### config.mk
export PLATFORM = sky130hd
export DESIGN_NAME = i2c_pad_conditioner
export DESIGN_NICKNAME = d
export VERILOG_FILES = /design/src/rtl/i2c_pad_conditioner.sv
export SDC_FILE = /design/constraint.sdc
export NUM_CORES = 1
export LEC_CHECK = 0
export ABC_AREA = 1
export ABC_CLOCK_PERIOD_IN_PS = 6670
export BUFFER_PORTS_ARGS = -buffer_cell sky130_fd_sc_hd__buf_2
export CORE_MARGIN = 2
export CORE_UTILIZATION = 50
export DETAILED_ROUTE_END_ITERATION = 6
export GPL_ROUTABILITY_DRIVEN = 0
export PLACE_DENSITY_LB_ADDON = 0.25
export SLEW_MARGIN = 20
export SYNTH_ARGS = -nofsm -noshare
export SYNTH_HDL_FRONTEND = slang
export SYNTH_SLANG_ARGS = --single-unit
export TNS_END_PERCENT = 50
### constraint.sdc
create_clock -name wb_clk_i -period 6.67 [get_ports wb_clk_i]
set_clock_uncertainty 0.1 [all_clocks]
set_input_delay 1.0005 -clock wb_clk_i [delete_from_list [all_inputs] [get_ports wb_clk_i]]
set_output_delay 1.0005 -clock wb_clk_i [all_outputs]
set_load 0.02 [all_outputs]
### src/rtl/i2c_pad_conditioner.sv
// I2C pad conditioner: open-drain pad drive, synchronised and glitch-filtered
// pad inputs, stuck-SCL detection and a per-channel bus-clear sequencer.

// Pad-input synchroniser followed by a consecutive-sample glitch filter.
module i2c_glitch_filter #(
    parameter int SYNC_STAGES = 2,
    parameter int FILTER_LEN  = 4
) (
    input  logic clk,
    input  logic rst,
    input  logic pad_i,
    output logic level_o
);

    localparam int CW = $clog2(FILTER_LEN + 1);
    localparam logic [CW-1:0] FLT_LAST = CW'(FILTER_LEN - 1);

    logic [SYNC_STAGES-1:0] sync_q;
    logic [CW-1:0]          cnt_q;
    logic                   level_q;
    logic                   sync_out;

    assign sync_out = sync_q[SYNC_STAGES-1];
    assign level_o  = level_q;

    // Shift the pad through the synchroniser; accept a new level once it has
    // been seen FILTER_LEN times in a row, any interruption restarts the run.
    always_ff @(posedge clk or posedge rst) begin
        if (rst) begin
            sync_q  <= '1;
            cnt_q   <= '0;
            level_q <= 1'b1;
        end else begin
            sync_q <= {sync_q[SYNC_STAGES-2:0], pad_i};
            if (sync_out != level_q) begin
                if (cnt_q == FLT_LAST) begin
                    level_q <= sync_out;
                    cnt_q   <= '0;
                end else begin
                    cnt_q <= cnt_q + CW'(1);
                end
            end else begin
                cnt_q <= '0;
            end
        end
    end

endmodule

module i2c_pad_conditioner #(
    parameter int CHANNELS    = 2,
    parameter int SYNC_STAGES = 2,
    parameter int FILTER_LEN  = 4,
    parameter int TIMEOUT_W   = 16,
    parameter int CLR_HALF    = 8
) (
    input  logic                 wb_clk_i,
    input  logic                 wb_rst_i,
    input  logic [CHANNELS-1:0]  core_scl_o,
    input  logic [CHANNELS-1:0]  core_scl_oen,
    input  logic [CHANNELS-1:0]  core_sda_o,
    input  logic [CHANNELS-1:0]  core_sda_oen,
    output logic [CHANNELS-1:0]  core_scl_i,
    output logic [CHANNELS-1:0]  core_sda_i,
    input  logic [CHANNELS-1:0]  pad_scl_i,
    input  logic [CHANNELS-1:0]  pad_sda_i,
    output logic [CHANNELS-1:0]  pad_scl_o,
    output logic [CHANNELS-1:0]  pad_scl_oeb,
    output logic [CHANNELS-1:0]  pad_sda_o,
    output logic [CHANNELS-1:0]  pad_sda_oeb,
    input  logic [TIMEOUT_W-1:0] timeout_lim,
    input  logic [CHANNELS-1:0]  clr_req,
    output logic [CHANNELS-1:0]  stuck_irq,
    output logic [CHANNELS-1:0]  clr_busy,
    output logic [CHANNELS-1:0]  clr_done
);

    typedef enum logic [2:0] {
        ST_IDLE,
        ST_PULSE_LOW,
        ST_PULSE_HIGH,
        ST_STOP_LOW,
        ST_STOP_SCL,
        ST_STOP_SDA,
        ST_DONE
    } clr_state_t;

    localparam int HW = $clog2(CLR_HALF);
    localparam logic [HW-1:0] HALF_LAST = HW'(CLR_HALF - 1);

    assign pad_scl_o = '0;
    assign pad_sda_o = '0;

    for (genvar ch = 0; ch < CHANNELS; ch++) begin : g_ch
        logic                 scl_filt;
        logic                 sda_filt;
        logic [TIMEOUT_W-1:0] stuck_cnt_q;
        logic [TIMEOUT_W-1:0] stuck_cnt_nxt;
        logic                 irq_q;
        clr_state_t           state_q;
        logic [HW-1:0]        half_q;
        logic [3:0]           pulse_q;
        logic                 half_end;
        logic                 clr_start;
        logic                 scl_low;
        logic                 sda_low;

        i2c_glitch_filter #(
            .SYNC_STAGES(SYNC_STAGES),
            .FILTER_LEN (FILTER_LEN)
        ) u_scl_flt (
            .clk    (wb_clk_i),
            .rst    (wb_rst_i),
            .pad_i  (pad_scl_i[ch]),
            .level_o(scl_filt)
        );

        i2c_glitch_filter #(
            .SYNC_STAGES(SYNC_STAGES),
            .FILTER_LEN (FILTER_LEN)
        ) u_sda_flt (
            .clk    (wb_clk_i),
            .rst    (wb_rst_i),
            .pad_i  (pad_sda_i[ch]),
            .level_o(sda_filt)
        );

        assign core_scl_i[ch] = scl_filt;
        assign core_sda_i[ch] = sda_filt;
        assign half_end       = (half_q == HALF_LAST);
        assign clr_start      = clr_req[ch] && (state_q == ST_IDLE);

        // Next stuck-count value: saturating count of cycles with SCL low.
        always_comb begin
            stuck_cnt_nxt = stuck_cnt_q;
            if (scl_filt) begin
                stuck_cnt_nxt = '0;
            end else if (!(&stuck_cnt_q)) begin
                stuck_cnt_nxt = stuck_cnt_q + TIMEOUT_W'(1);
            end
        end

        // Stuck counter and sticky interrupt; the compare uses the incoming
        // count so the flag rises on the same edge the count reaches the limit.
        always_ff @(posedge wb_clk_i or posedge wb_rst_i) begin
            if (wb_rst_i) begin
                stuck_cnt_q <= '0;
                irq_q       <= 1'b0;
            end else begin
                stuck_cnt_q <= stuck_cnt_nxt;
                if (clr_start) begin
                    irq_q <= 1'b0;
                end else if ((timeout_lim != '0) && (stuck_cnt_nxt == timeout_lim)) begin
                    irq_q <= 1'b1;
                end
            end
        end

        // Bus-clear sequencer: up to nine SCL pulses, then a STOP condition.
        always_ff @(posedge wb_clk_i or posedge wb_rst_i) begin
            if (wb_rst_i) begin
                state_q <= ST_IDLE;
                half_q  <= '0;
                pulse_q <= '0;
            end else begin
                half_q <= half_end ? '0 : half_q + HW'(1);
                case (state_q)
                    ST_IDLE: begin
                        half_q <= '0;
                        if (clr_req[ch]) begin
                            state_q <= ST_PULSE_LOW;
                            pulse_q <= '0;
                        end
                    end
                    ST_PULSE_LOW: if (half_end) state_q <= ST_PULSE_HIGH;
                    ST_PULSE_HIGH: begin
                        if (half_end) begin
                            // pulse_q still holds the pre-increment count here
                            pulse_q <= pulse_q + 4'd1;
                            state_q <= (sda_filt || pulse_q == 4'd8) ? ST_STOP_LOW
                                                                     : ST_PULSE_LOW;
                        end
                    end
                    ST_STOP_LOW: if (half_end) state_q <= ST_STOP_SCL;
                    ST_STOP_SCL: if (half_end) state_q <= ST_STOP_SDA;
                    ST_STOP_SDA: if (half_end) state_q <= ST_DONE;
                    ST_DONE: begin
                        half_q  <= '0;
                        state_q <= ST_IDLE;
                    end
                    default: state_q <= ST_IDLE;
                endcase
            end
        end

        // Pad pull-down selection: masters in IDLE, the sequencer otherwise.
        always_comb begin
            scl_low = 1'b0;
            sda_low = 1'b0;
            case (state_q)
                ST_IDLE: begin
                    scl_low = core_scl_oen[ch] & ~core_scl_o[ch];
                    sda_low = core_sda_oen[ch] & ~core_sda_o[ch];
                end
                ST_PULSE_LOW: scl_low = 1'b1;
                ST_STOP_LOW: begin
                    scl_low = 1'b1;
                    sda_low = 1'b1;
                end
                ST_STOP_SCL: sda_low = 1'b1;
                default: begin
                    scl_low = 1'b0;
                    sda_low = 1'b0;
                end
            endcase
        end

        // Reset releases the pads combinationally, ahead of the state flops.
        assign pad_scl_oeb[ch] = wb_rst_i | ~scl_low;
        assign pad_sda_oeb[ch] = wb_rst_i | ~sda_low;
        assign stuck_irq[ch]   = irq_q;
        assign clr_busy[ch]    = (state_q != ST_IDLE);
        assign clr_done[ch]    = (state_q == ST_DONE);
    end

endmodule

==> results of run 1 <==
[metrics by stage]
stage               cell area [sq um]  power (mW)  hold WS, ns  worst slack [ns]
floorplan                        4840        1.04        0.245              2.13
global placement                 5140        1.13        0.246              3.22
detailed placement               5140        1.16        0.249              3.20
CTS                              5320        1.48        0.257              3.19
global route                     5320        1.60        0.258              3.25
finish                           5320        1.47        0.257              3.47
[layout make-up]
type                            instances  area share, %
Clock buffer                            9           2.33
Tap cell                              129           3.03
Multi-Input combinational cell        467           43.7
Timing Repair Buffer                   46           4.44
Inverter                              120           8.53
Clock inverter                          7           1.06
Sequential cell                        78           37.0
[state kept, by name, indices dropped and copies added (netlist names)]
| signal | count |
|---|---|
| g_ch.half_q | 6 |
| g_ch.irq_q | 2 |
| g_ch.pulse_q | 8 |
| g_ch.state_q | 6 |
| g_ch.stuck_cnt_q | 32 |
| g_ch.u_scl_flt.cnt_q | 6 |
| g_ch.u_scl_flt.level_o | 2 |
| g_ch.u_scl_flt.sync_q | 4 |
| g_ch.u_sda_flt.cnt_q | 6 |
| g_ch.u_sda_flt.level_o | 2 |
| g_ch.u_sda_flt.sync_q | 4 |
[kinds of logic (layout without fill, tap and decap cells)]
logic type / after synthesis / in the layout / share of synthesized area [%]
AO/OA/AOI/OAI: 55 / 55 / 6.40
XOR/XNOR: 11 / 11 / 2.00
adder cells (fa/ha/maj): 14 / 14 / 3.63
buffers and inverters: 134 / 182 / 11.4
flip-flops: 78 / 78 / 40.7
multiplexers: 2 / 2 / 0.467
other: 1 / 4 / 0.0777
AND/OR/NAND/NOR: 381 / 381 / 35.3
[power breakdown]
group	switching, mW	leakage, nW	internal (mW)
combinational	0.326	1.81	0.165
sequential	0.0807	1.02	0.573
clock	0.189	0.0902	0.139
[worst max-delay path: cells and delay by family]
kind	cells	cell delay [ns]
buffers and inverters	4	0.89
AOI/OAI and AO/OA	1	0.18
[path summary, 6_finish.rpt]
check	from	endpoint	cells past startpoint
setup reg to reg	g_ch[1].u_scl_flt.level_o	g_ch[1].irq_q	10
hold reg to reg	g_ch[1].u_sda_flt.sync_q[0]	g_ch[1].u_sda_flt.sync_q[1]	0
min in group asynchronous	wb_rst_i	g_ch[0].pulse_q[0]	3
setup / recovery	wb_rst_i	pad_sda_oeb[0]	5
max in group asynchronous	wb_rst_i	g_ch[0].stuck_cnt_q[3]	3
hold / removal	g_ch[1].u_sda_flt.sync_q[0]	g_ch[1].u_sda_flt.sync_q[1]	0
[cell usage after synthesis (2+ instances only)]
| library cell | number |
|---|---|
| sky130_fd_sc_hd__a21oi_1 | 11 |
| sky130_fd_sc_hd__nand2_2 | 5 |
| sky130_fd_sc_hd__nor2_1 | 79 |
| sky130_fd_sc_hd__nand2_1 | 191 |
| sky130_fd_sc_hd__nor2_2 | 7 |
| sky130_fd_sc_hd__buf_4 | 11 |
| sky130_fd_sc_hd__nor3b_1 | 4 |
| sky130_fd_sc_hd__ha_1 | 14 |
| sky130_fd_sc_hd__o21ai_0 | 30 |
| sky130_fd_sc_hd__xnor2_1 | 8 |
| sky130_fd_sc_hd__nand3_2 | 6 |
| sky130_fd_sc_hd__o21ai_1 | 3 |
| sky130_fd_sc_hd__nand4_1 | 13 |
| sky130_fd_sc_hd__nor2_4 | 2 |
| sky130_fd_sc_hd__nor3_1 | 11 |
| sky130_fd_sc_hd__nor4_1 | 4 |
| sky130_fd_sc_hd__dfstp_2 | 12 |
| sky130_fd_sc_hd__clkbuf_1 | 2 |
| sky130_fd_sc_hd__dfrtp_1 | 66 |
| sky130_fd_sc_hd__mux2_2 | 2 |
| sky130_fd_sc_hd__a21oi_2 | 4 |
| sky130_fd_sc_hd__xor2_1 | 3 |
| sky130_fd_sc_hd__nand3_1 | 51 |
| sky130_fd_sc_hd__inv_1 | 117 |
[metal layers]
| layer | GRT usage, % | vias up | part of all wire [%] |
|---|---|---|---|
| met2 | 35.0 | 92 | 46 |
| met4 | 9.23 | 0 | 2.5 |
| met1 | 30.4 | 1891 | 48 |
| li1 | - | 2188 | - |
| met5 | 0 | - | 0 |
| met3 | 3.69 | 23 | 4.1 |
==> metrics.txt, run 1 <==
# TYPE chip_impl_metric gauge
chip_impl_metric{name="area_delta_synth_final",unit="%"} 10.3
chip_impl_metric{name="timing.final.crit_period",unit="ns"} 3.20
chip_impl_metric{name="overflow",unit=""} 0
chip_impl_metric{name="die_w",unit="um"} 102
chip_impl_metric{name="power-per-cell-area",unit="nW/um^2"} 277
chip_impl_info{name="netlist.top_cell.by_area",value="sky130_fd_sc_hd__dfrtp_1"} 1
chip_impl_info{name="cell_at_the_root_of_the_clock_tree",value="sky130_fd_sc_hd__clkbuf_8"} 1
chip_impl_metric{name="detailed_place_hpwl",unit="um"} 8100
chip_impl_metric{name="worst-path-max-fanout",unit=""} 82
chip_impl_metric{name="drv.max_cap_violation_count",unit=""} 0
chip_impl_metric{name="number_of_placed_instances_with_taps_included",unit=""} 840
chip_impl_metric{name="fin_tns_setup",unit="ns"} 0
chip_impl_metric{name="timing_max_transition_violations_final",unit=""} 0
chip_impl_metric{name="utilization",unit="%"} 57.3
chip_impl_metric{name="finalNetCount",unit=""} 768
chip_impl_metric{name="multi_input_comb_area",unit="sq um"} 2320
chip_impl_metric{name="dieArea",unit="sq um"} 10500
chip_impl_metric{name="rows",unit=""} 35
chip_impl_metric{name="cts.htree.levels",unit=""} 3
chip_impl_metric{name="cts_setup_buffers",unit=""} 0
chip_impl_metric{name="grt_max_degree",unit=""} 83
chip_impl_info{name="final_common_cell",value="sky130_fd_sc_hd__nand2_1"} 1
chip_impl_metric{name="max_freq",unit="MHz"} 313
chip_impl_metric{name="syn_std_cell_area",unit="sq um"} 4830
chip_impl_info{name="critical_path.startpoint_type",value="input port"} 1
chip_impl_metric{name="power.leakage",unit="nW"} 2.92
chip_impl_metric{name="postSynthCellCount",unit=""} 676
chip_impl_info{name="layout.cells.most_common_list",value="sky130_fd_sc_hd__nand2_1, sky130_fd_sc_hd__inv_1, sky130_fd_sc_hd__nor2_1"} 1
chip_impl_info{name="criticalPathCategory",value="input port to primary output"} 1
chip_impl_metric{name="vias",unit=""} 4194
chip_impl_metric{name="yosysWarningCount",unit=""} 0
chip_impl_metric{name="numPortBuffers",unit=""} 45
chip_impl_metric{name="worst_path_largest_cell_delay",unit="ns"} 0.55
chip_impl_metric{name="postSynth.asyncResetShare",unit="%"} 100
chip_impl_metric{name="cts_made_buffers",unit=""} 9
chip_impl_metric{name="synth-edff-count",unit=""} 0
chip_impl_metric{name="global_route.usage.total",unit="%"} 22.1
chip_impl_metric{name="fp.coreArea",unit="sq um"} 9280
chip_impl_info{name="rsz_0062_raised_after_global_routing",value="no"} 1
chip_impl_metric{name="detail_route.vias_per_cell",unit=""} 4.90
chip_impl_info{name="status",value="finished, final reports clean"} 1
chip_impl_metric{name="ys_types",unit=""} 44
chip_impl_metric{name="post_cts_resize_count",unit=""} 0
chip_impl_metric{name="worst_setup_hold_path_clk_slew",unit="ns"} 0.09
chip_impl_metric{name="drt.antenna.violating_nets",unit=""} 0
chip_impl_metric{name="clk-insertion-delay-late",unit="ns"} 0.36
chip_impl_info{name="synth_top_cells_by_area",value="sky130_fd_sc_hd__dfrtp_1, sky130_fd_sc_hd__nand2_1, sky130_fd_sc_hd__inv_1"} 1
chip_impl_metric{name="clock_sinks",unit=""} 78
chip_impl_metric{name="number_of_antenna_violations_at_the_first_check_in_global_routing",unit=""} 0
chip_impl_metric{name="effective_utilization_at_floorplan",unit="%"} 52.0
chip_impl_metric{name="layout.area.seq",unit="sq um"} 1970
chip_impl_info{name="cpMaxStageDelayCell",value="sky130_fd_sc_hd__buf_6"} 1
chip_impl_metric{name="fin_crit_sh",unit="%"} 47.9
chip_impl_metric{name="cp_data_required_time",unit="ns"} 5.57
chip_impl_metric{name="final-setup-viol-count",unit=""} 0
chip_impl_metric{name="grt_pass1_vias",unit=""} 3992
chip_impl_metric{name="tightestPinTransition",unit="ns"} 0.723
chip_impl_metric{name="cts-root-to-sink-buffers",unit=""} 2
chip_impl_metric{name="number_of_filler_cells_placed_in_the_layout",unit=""} 892
chip_impl_metric{name="pre_antenna_drt_iters",unit=""} 6
chip_impl_info{name="cts_tree",value="built"} 1
chip_impl_info{name="endpoint_kind",value="primary output"} 1
chip_impl_metric{name="wire_per_inst",unit="um"} 12.3
chip_impl_metric{name="synth_largest_type_area_fraction",unit="%"} 34.2
chip_impl_metric{name="post-route-drc-count",unit=""} 0
chip_impl_metric{name="report.final.hold_viol_count",unit=""} 0
chip_impl_info{name="cp_cell_sequence",value="buf_2 > clkinv_2 > buf_6 > o21ai_0 > buf_2"} 1
chip_impl_metric{name="dr.first_iter.drc_count",unit=""} 239
chip_impl_metric{name="cts-hold-fix-buffers",unit=""} 0
chip_impl_metric{name="worst-r2r-setup-slack",unit="ns"} 4.25
chip_impl_info{name="postSynth.topFlopCell",value="sky130_fd_sc_hd__dfrtp_1"} 1
chip_impl_info{name="worst_hold_path_type",value="register to register"} 1
chip_impl_metric{name="max_slew_margin",unit="%"} 51.5
chip_impl_metric{name="worstPathArrival",unit="ns"} 2.10
chip_impl_metric{name="synth_sequential_area_ratio",unit="%"} 40.7
chip_impl_info{name="critical-path-top-cell-by-count",value="sky130_fd_sc_hd__buf_2"} 1
chip_impl_metric{name="die_height",unit="um"} 102
chip_impl_metric{name="synth-seq-cells",unit=""} 78
chip_impl_metric{name="grt_first_pass_wirelength",unit="um"} 18100
chip_impl_metric{name="finalWirelength",unit="um"} 10500
chip_impl_metric{name="antenna-diode-count",unit=""} 0
chip_impl_metric{name="top_level_ports",unit=""} 50
chip_impl_metric{name="vdd.ir_drop.worst",unit="V"} 0.000190
chip_impl_metric{name="final_cell_count_no_fill",unit=""} 856
chip_impl_metric{name="average_cell_area_after_synthesis",unit="sq um"} 7.14
chip_impl_metric{name="layout-drive-gt1-share",unit="%"} 15.1
(Power assumes the default switching activity.)
==> inputs of run 2 (changes only) <==
--- a/config.mk
+++ b/config.mk
@@ -5,8 +5,8 @@
 export SDC_FILE = /design/constraint.sdc
 export NUM_CORES = 1
 export LEC_CHECK = 0
-export ABC_AREA = 1
-export ABC_CLOCK_PERIOD_IN_PS = 6670
+export ABC_AREA = 0
+export ABC_CLOCK_PERIOD_IN_PS = 3000
 export BUFFER_PORTS_ARGS = -buffer_cell sky130_fd_sc_hd__buf_2
 export CORE_MARGIN = 2
 export CORE_UTILIZATION = 50
==> constraint.sdc (replaced) <==
create_clock -name wb_clk_i -period 3 [get_ports wb_clk_i]
set_clock_uncertainty 0.1 [all_clocks]
set_input_delay 0.45 -clock wb_clk_i [delete_from_list [all_inputs] [get_ports wb_clk_i]]
set_output_delay 0.45 -clock wb_clk_i [all_outputs]
set_load 0.02 [all_outputs]
==> metrics.txt, run 2 <==
# TYPE chip_impl_metric gauge
chip_impl_info{name="synth_top_family_by_area",value="simple AND/OR/NAND/NOR gates"} 1
chip_impl_metric{name="worstPathArrival",unit="ns"} 2.87
chip_impl_metric{name="layout-drive-gt1-share",unit="%"} 18.7
chip_impl_metric{name="grt_first_pass_wirelength",unit="um"} 19300
chip_impl_metric{name="final_cell_count_no_fill",unit=""} 706
chip_impl_info{name="netlist.top_cell.by_area",value="sky130_fd_sc_hd__dfrtp_1"} 1
chip_impl_metric{name="detailed_place_hpwl",unit="um"} 8420
chip_impl_metric{name="cts_made_buffers",unit=""} 9
chip_impl_metric{name="ff2ff_path_depth",unit=""} 9
chip_impl_metric{name="hold-path-cell-count",unit=""} 1
chip_impl_metric{name="pre_antenna_drt_iters",unit=""} 5
chip_impl_metric{name="sequentialPowerShare",unit="%"} 43.7
chip_impl_metric{name="synth-seq-cells",unit=""} 78
chip_impl_metric{name="largest_register_ff_count",unit=""} 32
chip_impl_metric{name="die_height",unit="um"} 104
chip_impl_metric{name="dpl_worst_slack",unit="ns"} 0.343
chip_impl_metric{name="synth-simple-area-share",unit="%"} 26.3
chip_impl_info{name="max_flop_register",value="g_ch.stuck_cnt_q"} 1
chip_impl_metric{name="die_w",unit="um"} 104
chip_impl_info{name="layout.cells.most_common_list",value="sky130_fd_sc_hd__dfrtp_1, sky130_fd_sc_hd__nor2_1, sky130_fd_sc_hd__buf_2"} 1
chip_impl_info{name="reg.largest.list",value="g_ch.stuck_cnt_q (32), g_ch.pulse_q (8)"} 1
chip_impl_metric{name="worst-path-max-fanout",unit=""} 4
chip_impl_metric{name="global_route.usage.total",unit="%"} 22.0
chip_impl_info{name="endpoint_kind",value="register"} 1
chip_impl_info{name="worst_hold_path_type",value="input port to register"} 1
chip_impl_metric{name="internal_pwr_total",unit="mW"} 2.30
chip_impl_metric{name="wire_per_inst",unit="um"} 16.1
chip_impl_metric{name="clock_sinks",unit=""} 78
chip_impl_metric{name="cts-hold-fix-buffers",unit=""} 0
chip_impl_metric{name="dpl_cell_area",unit="sq um"} 5170
chip_impl_metric{name="drv.max_cap_violation_count",unit=""} 0
chip_impl_metric{name="power-per-cell-area",unit="nW/um^2"} 682
chip_impl_metric{name="postSynth.asyncResetShare",unit="%"} 100
chip_impl_metric{name="number_of_placed_instances_with_taps_included",unit=""} 691
chip_impl_metric{name="cp_data_required_time",unit="ns"} 3.16
chip_impl_info{name="status",value="finished, final reports clean"} 1
chip_impl_metric{name="yosys.area_share.xor_xnor",unit="%"} 5.82
chip_impl_metric{name="synth_sequential_area_ratio",unit="%"} 39.6
chip_impl_metric{name="synth_compound_area_share",unit="%"} 14.8
chip_impl_metric{name="dieArea",unit="sq um"} 10700
chip_impl_metric{name="final-setup-viol-count",unit=""} 0
chip_impl_metric{name="cts.htree.levels",unit=""} 3
chip_impl_metric{name="max_freq",unit="MHz"} 369
chip_impl_metric{name="tightestPinTransition",unit="ns"} 0.632
chip_impl_metric{name="power.switching_fraction",unit="%"} 37.5
chip_impl_metric{name="ys_types",unit=""} 79
chip_impl_info{name="top_post_synthesis_cells_by_count",value="sky130_fd_sc_hd__dfrtp_1, sky130_fd_sc_hd__nor2_1, sky130_fd_sc_hd__nand2_1"} 1
chip_impl_metric{name="proportion_of_power_drawn_by_combinational_gates",unit="%"} 32.7
chip_impl_metric{name="vias",unit=""} 4107
chip_impl_info{name="criticalPathCategory",value="register to register"} 1
chip_impl_metric{name="multiplexer_share_of_the_synthesized_area",unit="%"} 2.57
chip_impl_metric{name="number_of_antenna_violations_at_the_first_check_in_global_routing",unit=""} 0
chip_impl_metric{name="synthAdderAreaFrac",unit="%"} 3.53
chip_impl_metric{name="finalNetCount",unit=""} 615
chip_impl_info{name="synth_top_cells_by_area",value="sky130_fd_sc_hd__dfrtp_1, sky130_fd_sc_hd__dfstp_2, sky130_fd_sc_hd__nor2_1"} 1
chip_impl_info{name="postSynth.topFlopCell",value="sky130_fd_sc_hd__dfrtp_1"} 1
chip_impl_metric{name="report.final.hold_viol_count",unit=""} 0
chip_impl_metric{name="stdcell_area",unit="sq um"} 5390
chip_impl_metric{name="fin_crit_sh",unit="%"} 90.4
chip_impl_info{name="final_common_cell",value="sky130_fd_sc_hd__dfrtp_1"} 1
chip_impl_metric{name="overflow",unit=""} 0
chip_impl_metric{name="power.leakage",unit="nW"} 2.33
chip_impl_metric{name="antenna-diode-count",unit=""} 0
chip_impl_metric{name="syn_std_cell_area",unit="sq um"} 4970
chip_impl_metric{name="yosysWarningCount",unit=""} 0
chip_impl_info{name="rsz_0062_raised_after_global_routing",value="no"} 1
chip_impl_metric{name="effective_utilization_at_floorplan",unit="%"} 51.0
chip_impl_metric{name="max_slew_margin",unit="%"} 57.9
chip_impl_metric{name="setup_ws",unit="ns"} 0.289
chip_impl_info{name="cpMaxStageDelayCell",value="sky130_fd_sc_hd__dfrtp_1"} 1
chip_impl_info{name="cts_tree",value="built"} 1
chip_impl_metric{name="top_level_ports",unit=""} 50
chip_impl_metric{name="drt.antenna.violating_nets",unit=""} 0
chip_impl_info{name="critical_path.startpoint_type",value="register"} 1
chip_impl_info{name="synth_most_common_cell",value="sky130_fd_sc_hd__dfrtp_1"} 1
chip_impl_metric{name="synth-edff-count",unit=""} 0
chip_impl_metric{name="switching_power",unit="mW"} 1.38
chip_impl_metric{name="area_delta_synth_final",unit="%"} 8.47
chip_impl_metric{name="numPortBuffers",unit=""} 45
chip_impl_metric{name="hold_ws",unit="ns"} 0.0794
chip_impl_metric{name="rows",unit=""} 36
chip_impl_metric{name="postSynthCellCount",unit=""} 537
chip_impl_metric{name="timing.final.crit_period",unit="ns"} 2.71
chip_impl_info{name="cell_at_the_root_of_the_clock_tree",value="sky130_fd_sc_hd__clkbuf_8"} 1
chip_impl_metric{name="post-route-drc-count",unit=""} 0
chip_impl_metric{name="fin_tns_setup",unit="ns"} 0
chip_impl_metric{name="cts_setup_buffers",unit=""} 0
chip_impl_metric{name="post_cts_resize_count",unit=""} 0
chip_impl_metric{name="p_clk_share",unit="%"} 23.7
chip_impl_metric{name="timing_max_transition_violations_final",unit=""} 0
chip_impl_metric{name="vdd.ir_drop.worst",unit="V"} 0.000310
chip_impl_metric{name="worst_path_largest_cell_delay",unit="ns"} 0.42
chip_impl_metric{name="dr.first_iter.drc_count",unit=""} 334
chip_impl_metric{name="grt_pass1_vias",unit=""} 3873
chip_impl_metric{name="cts-root-to-sink-buffers",unit=""} 2
chip_impl_metric{name="fp.coreArea",unit="sq um"} 9730
chip_impl_metric{name="detail_route.vias_per_cell",unit=""} 5.82
chip_impl_metric{name="finalWirelength",unit="um"} 11400
chip_impl_info{name="cp_cell_sequence",value="ha_1 > and4_1 > a41oi_2 > a311oi_1 > xor2_1 > a311o_1 > nor4_1 > nand4_1 > o31ai_1"} 1
chip_impl_metric{name="number_of_filler_cells_placed_in_the_layout",unit=""} 873
chip_impl_metric{name="clk-insertion-delay-late",unit="ns"} 0.36
chip_impl_metric{name="average_cell_area_after_synthesis",unit="sq um"} 9.25
chip_impl_metric{name="grt_max_degree",unit=""} 51
chip_impl_metric{name="worst_setup_hold_path_clk_slew",unit="ns"} 0.08
chip_impl_metric{name="synth_largest_type_area_fraction",unit="%"} 33.3
==> run 2: power by group through the flow <==
stage | clock (mW) | sequential (mW) | combinational (mW)
after floorplan | 0 | 1.48 | 1.05
after global placement | 0 | 1.60 | 1.17
after detailed placement | 0 | 1.62 | 1.20
after CTS | 0.885 | 1.60 | 1.21
after global routing | 0.942 | 1.65 | 1.37
final | 0.869 | 1.60 | 1.20
==> run 2: cells by family (layout without fill, tap and decap cells) <==
group                      Yosys count  in the layout
and+or+nand+nor                    226            226
AOI/OAI and AO/OA                  112            112
DFF                                 78             78
buffers and inverters               61             94
xor gates and xnor gates            33             33
adders and majority gates           14             14
muxes                               12             12
other                                1              4
==> run 2: routing by layer <==
| metal | part of all wire (%) | wire, um | global-route usage [%] |
|---|---|---|---|
| met5 | 0 | 0 | 0 |
| met4 | 3.4 | 391 | 10.4 |
| met3 | 5.3 | 603 | 3.65 |
| met2 | 45 | 5080 | 33.5 |
| met1 | 47 | 5300 | 30.6 |
==> run 2: per-stage QoR <==
step / util (%) / power (mW)
after detailed placement: 53.2 / 2.82
final: 55.4 / 3.67
after global routing: 55.4 / 3.96
after floorplan: - / 2.52
after CTS: 55.4 / 3.69
after global placement: 53.2 / 2.77
==> run 2: area by class of cell <==
class | count | area (sq um) | area share, %
multi-input combinational | 401 | 2650 | 49.2
sequential | 78 | 1970 | 36.5
timing repair buffer | 54 | 293 | 5.44
tap | 133 | 166 | 3.09
clock buffer | 10 | 128 | 2.37
inverter | 25 | 97.6 | 1.81
clock inverter | 5 | 83.8 | 1.56
==> run 2: final timing paths <==
check | start | end | slack (ns)
max in group asynchronous | wb_rst_i | g_ch[0].stuck_cnt_q[6] | 2.13
setup reg to reg | g_ch[0].stuck_cnt_q[0] | g_ch[0].irq_q | 0.29
min in group asynchronous | wb_rst_i | g_ch[1].half_q[2] | 0.11
setup / recovery | g_ch[0].stuck_cnt_q[0] | g_ch[0].irq_q | 0.29
hold reg to reg | g_ch[1].u_sda_flt.sync_q[0] | g_ch[1].u_sda_flt.sync_q[1] | 0.26
hold / removal | pad_scl_i[0] | g_ch[0].u_scl_flt.sync_q[0] | 0.08
==> run 2: critical path, delay by kind of cell, from the launching register on <==
family | cells | cell delay [ns]
xor gates and xnor gates | 1 | 0.11
and+or+nand+nor | 3 | 0.67
AOI/OAI and AO/OA | 4 | 1.09
DFF | 1 | 0.42
adders and majority gates | 1 | 0.22
==> inputs of run 3 (changes only) <==
--- a/config.mk
+++ b/config.mk
@@ -12,6 +12,7 @@
 export CORE_UTILIZATION = 50
 export DETAILED_ROUTE_END_ITERATION = 6
 export GPL_ROUTABILITY_DRIVEN = 0
+export GPL_TIMING_DRIVEN = 0
 export PLACE_DENSITY_LB_ADDON = 0.25
 export SLEW_MARGIN = 20
 export SYNTH_ARGS = -nofsm -noshare
==> metrics.txt, run 3 (synthesized netlist as in run 2, its figures left out) <==
# TYPE chip_impl_metric gauge
chip_impl_metric{name="worstPathArrival",unit="ns"} 3.00
chip_impl_metric{name="effective_utilization_at_floorplan",unit="%"} 51.0
chip_impl_metric{name="vdd.ir_drop.worst",unit="V"} 0.000382
chip_impl_metric{name="vias",unit=""} 4359
chip_impl_metric{name="antenna-diode-count",unit=""} 0
chip_impl_metric{name="worst-path-max-fanout",unit=""} 7
chip_impl_metric{name="power-per-cell-area",unit="nW/um^2"} 665
chip_impl_metric{name="drt.antenna.violating_nets",unit=""} 0
chip_impl_metric{name="dr.first_iter.drc_count",unit=""} 352
chip_impl_metric{name="finalWirelength",unit="um"} 11900
chip_impl_metric{name="cts.htree.levels",unit=""} 3
chip_impl_metric{name="hold_ws",unit="ns"} 0.0331
chip_impl_metric{name="switching_power",unit="mW"} 1.45
chip_impl_metric{name="top_level_ports",unit=""} 50
chip_impl_metric{name="die_height",unit="um"} 104
chip_impl_metric{name="timing_max_transition_violations_final",unit=""} 0
chip_impl_metric{name="number_of_filler_cells_placed_in_the_layout",unit=""} 884
chip_impl_info{name="max_flop_register",value="g_ch.stuck_cnt_q"} 1
chip_impl_metric{name="p_clk_share",unit="%"} 22.3
chip_impl_info{name="cts_tree",value="built"} 1
chip_impl_info{name="critical_path.startpoint_type",value="register"} 1
chip_impl_metric{name="dieArea",unit="sq um"} 10700
chip_impl_metric{name="dpl_worst_slack",unit="ns"} 0.196
chip_impl_metric{name="rows",unit=""} 36
chip_impl_info{name="layout.cells.most_common_list",value="sky130_fd_sc_hd__dfrtp_1, sky130_fd_sc_hd__nor2_1, sky130_fd_sc_hd__buf_2"} 1
chip_impl_metric{name="timing.final.crit_period",unit="ns"} 2.79
chip_impl_metric{name="utilization",unit="%"} 57.7
chip_impl_metric{name="clock_sinks",unit=""} 78
chip_impl_metric{name="multi_input_comb_area",unit="sq um"} 2660
chip_impl_metric{name="ff2ff_path_depth",unit=""} 9
chip_impl_metric{name="cts_made_buffers",unit=""} 9
chip_impl_metric{name="finalNetCount",unit=""} 641
chip_impl_metric{name="post-route-drc-count",unit=""} 0
chip_impl_info{name="rsz_0062_raised_after_global_routing",value="no"} 1
chip_impl_metric{name="internal_pwr_total",unit="mW"} 2.29
chip_impl_metric{name="report.final.hold_viol_count",unit=""} 0
chip_impl_metric{name="setup_ws",unit="ns"} 0.211
chip_impl_info{name="worstReg2RegStart",value="g_ch[1].stuck_cnt_q[0]"} 1
chip_impl_metric{name="cp_data_required_time",unit="ns"} 3.21
chip_impl_metric{name="detailed_place_hpwl",unit="um"} 8890
chip_impl_metric{name="fin_crit_sh",unit="%"} 93.0
chip_impl_metric{name="wire_per_inst",unit="um"} 16.2
chip_impl_metric{name="pre_antenna_drt_iters",unit=""} 5
chip_impl_info{name="reg.largest.list",value="g_ch.stuck_cnt_q (32), g_ch.pulse_q (8)"} 1
chip_impl_metric{name="worst_setup_hold_path_clk_slew",unit="ns"} 0.08
chip_impl_metric{name="max_slew_margin",unit="%"} 48.8
chip_impl_metric{name="fp.coreArea",unit="sq um"} 9730
chip_impl_metric{name="worst-r2r-setup-slack",unit="ns"} 0.21
chip_impl_metric{name="number_of_antenna_violations_at_the_first_check_in_global_routing",unit=""} 0
chip_impl_metric{name="power.switching_fraction",unit="%"} 38.7
chip_impl_metric{name="clk-insertion-delay-late",unit="ns"} 0.37
chip_impl_metric{name="final-setup-viol-count",unit=""} 0
chip_impl_metric{name="max_freq",unit="MHz"} 359
chip_impl_metric{name="grt_pass1_vias",unit=""} 4206
chip_impl_info{name="final_common_cell",value="sky130_fd_sc_hd__dfrtp_1"} 1
chip_impl_metric{name="grt_first_pass_wirelength",unit="um"} 20000
chip_impl_metric{name="drv.max_cap_violation_count",unit=""} 0
chip_impl_metric{name="grt_max_degree",unit=""} 33
chip_impl_metric{name="global_route.usage.total",unit="%"} 22.8
chip_impl_metric{name="largest_register_ff_count",unit=""} 32
chip_impl_metric{name="die_w",unit="um"} 104
chip_impl_metric{name="numPortBuffers",unit=""} 42
chip_impl_metric{name="cts_setup_buffers",unit=""} 0
chip_impl_info{name="criticalPathCategory",value="register to register"} 1
chip_impl_metric{name="tightestPinTransition",unit="ns"} 0.762
chip_impl_metric{name="sequentialPowerShare",unit="%"} 40.5
chip_impl_metric{name="overflow",unit=""} 0
chip_impl_info{name="r2r_end",value="g_ch[1].irq_q"} 1
chip_impl_info{name="status",value="finished, final reports clean"} 1
chip_impl_metric{name="area_delta_synth_final",unit="%"} 13.0
chip_impl_metric{name="proportion_of_power_drawn_by_combinational_gates",unit="%"} 37.3
chip_impl_metric{name="power.leakage",unit="nW"} 2.43
chip_impl_info{name="cell_at_the_root_of_the_clock_tree",value="sky130_fd_sc_hd__clkbuf_8"} 1
chip_impl_info{name="worst_hold_path_type",value="input port to async pin"} 1
chip_impl_metric{name="cts-root-to-sink-buffers",unit=""} 2
chip_impl_metric{name="layout.area.seq",unit="sq um"} 1970
chip_impl_metric{name="detail_route.vias_per_cell",unit=""} 5.95
chip_impl_metric{name="layout-drive-gt1-share",unit="%"} 20.0
chip_impl_info{name="endpoint_kind",value="register"} 1
run 3: through the flow:
step | area, sq um | std cells | total power, mW | TNS (ns)
2_1_floorplan | 4980 | 540 | 2.52 | 0
3_3_place_gp | 5360 | 715 | 2.85 | -0.0321
3_5_place_dp | 5400 | 717 | 2.91 | 0
4_1_cts | 5610 | 733 | 3.76 | 0
5_1_grt | 5610 | 733 | 4.00 | 0
6_report | 5610 | 733 | 3.73 | 0
run 3: repair_timing:
item                                    4_1_cts  5_1_grt
hold buffers                                  0        0
endpoints found under the setup margin        0        1
gates resized for setup                       0        2
run 3: cell type report:
cell class,instances,area share (%)
Tap cell,133,2.96
Timing Repair Buffer,44,4.46
Clock inverter,6,1.25
Multi-Input combinational cell,401,47.4
Sequential cell,78,35.0
Inverter,25,1.74
Clock buffer,10,2.45
Buffer,36,4.73
run 3: worst max-delay path by stage:
stage	startpoint	endpoint	slack, ns
6_report	g_ch[1].stuck_cnt_q[0]	g_ch[1].irq_q	0.21
5_1_grt	g_ch[1].stuck_cnt_q[0]	g_ch[1].irq_q	0.01
4_1_cts	g_ch[0].stuck_cnt_q[0]	g_ch[0].irq_q	0.14
3_5_place_dp	g_ch[0].stuck_cnt_q[0]	g_ch[0].irq_q	0.20
3_3_place_gp	wb_rst_i	pad_sda_oeb[1]	-0.02
2_1_floorplan	wb_rst_i	pad_sda_oeb[0]	0.44
run 3: critical path: stages (launching register included):
cell and delay (ns):
sky130_fd_sc_hd__dfrtp_1 0.41, sky130_fd_sc_hd__ha_1 0.32, sky130_fd_sc_hd__nand4_2 0.20, sky130_fd_sc_hd__nor4_4 0.52, sky130_fd_sc_hd__nor4_1 0.11, sky130_fd_sc_hd__xnor2_1 0.25
sky130_fd_sc_hd__nor3_1 0.07, sky130_fd_sc_hd__a2111oi_0 0.36, sky130_fd_sc_hd__and3_1 0.22, sky130_fd_sc_hd__a32o_1 0.15
run 3: per-layer routing:
layer	global-route usage, %	routed length (um)
met1	29.9	5260
met5	0	0
met2	37.0	5540
met4	10.5	379
met3	3.78	719
run 3: power by group through the flow:
stage          clock (mW)  sequential (mW)  combinational (mW)
2_1_floorplan           0             1.48                1.05
3_3_place_gp            0             1.52                1.33
3_5_place_dp            0             1.53                1.38
4_1_cts             0.853             1.51                1.39
5_1_grt             0.903             1.55                1.55
6_report            0.831             1.51                1.39
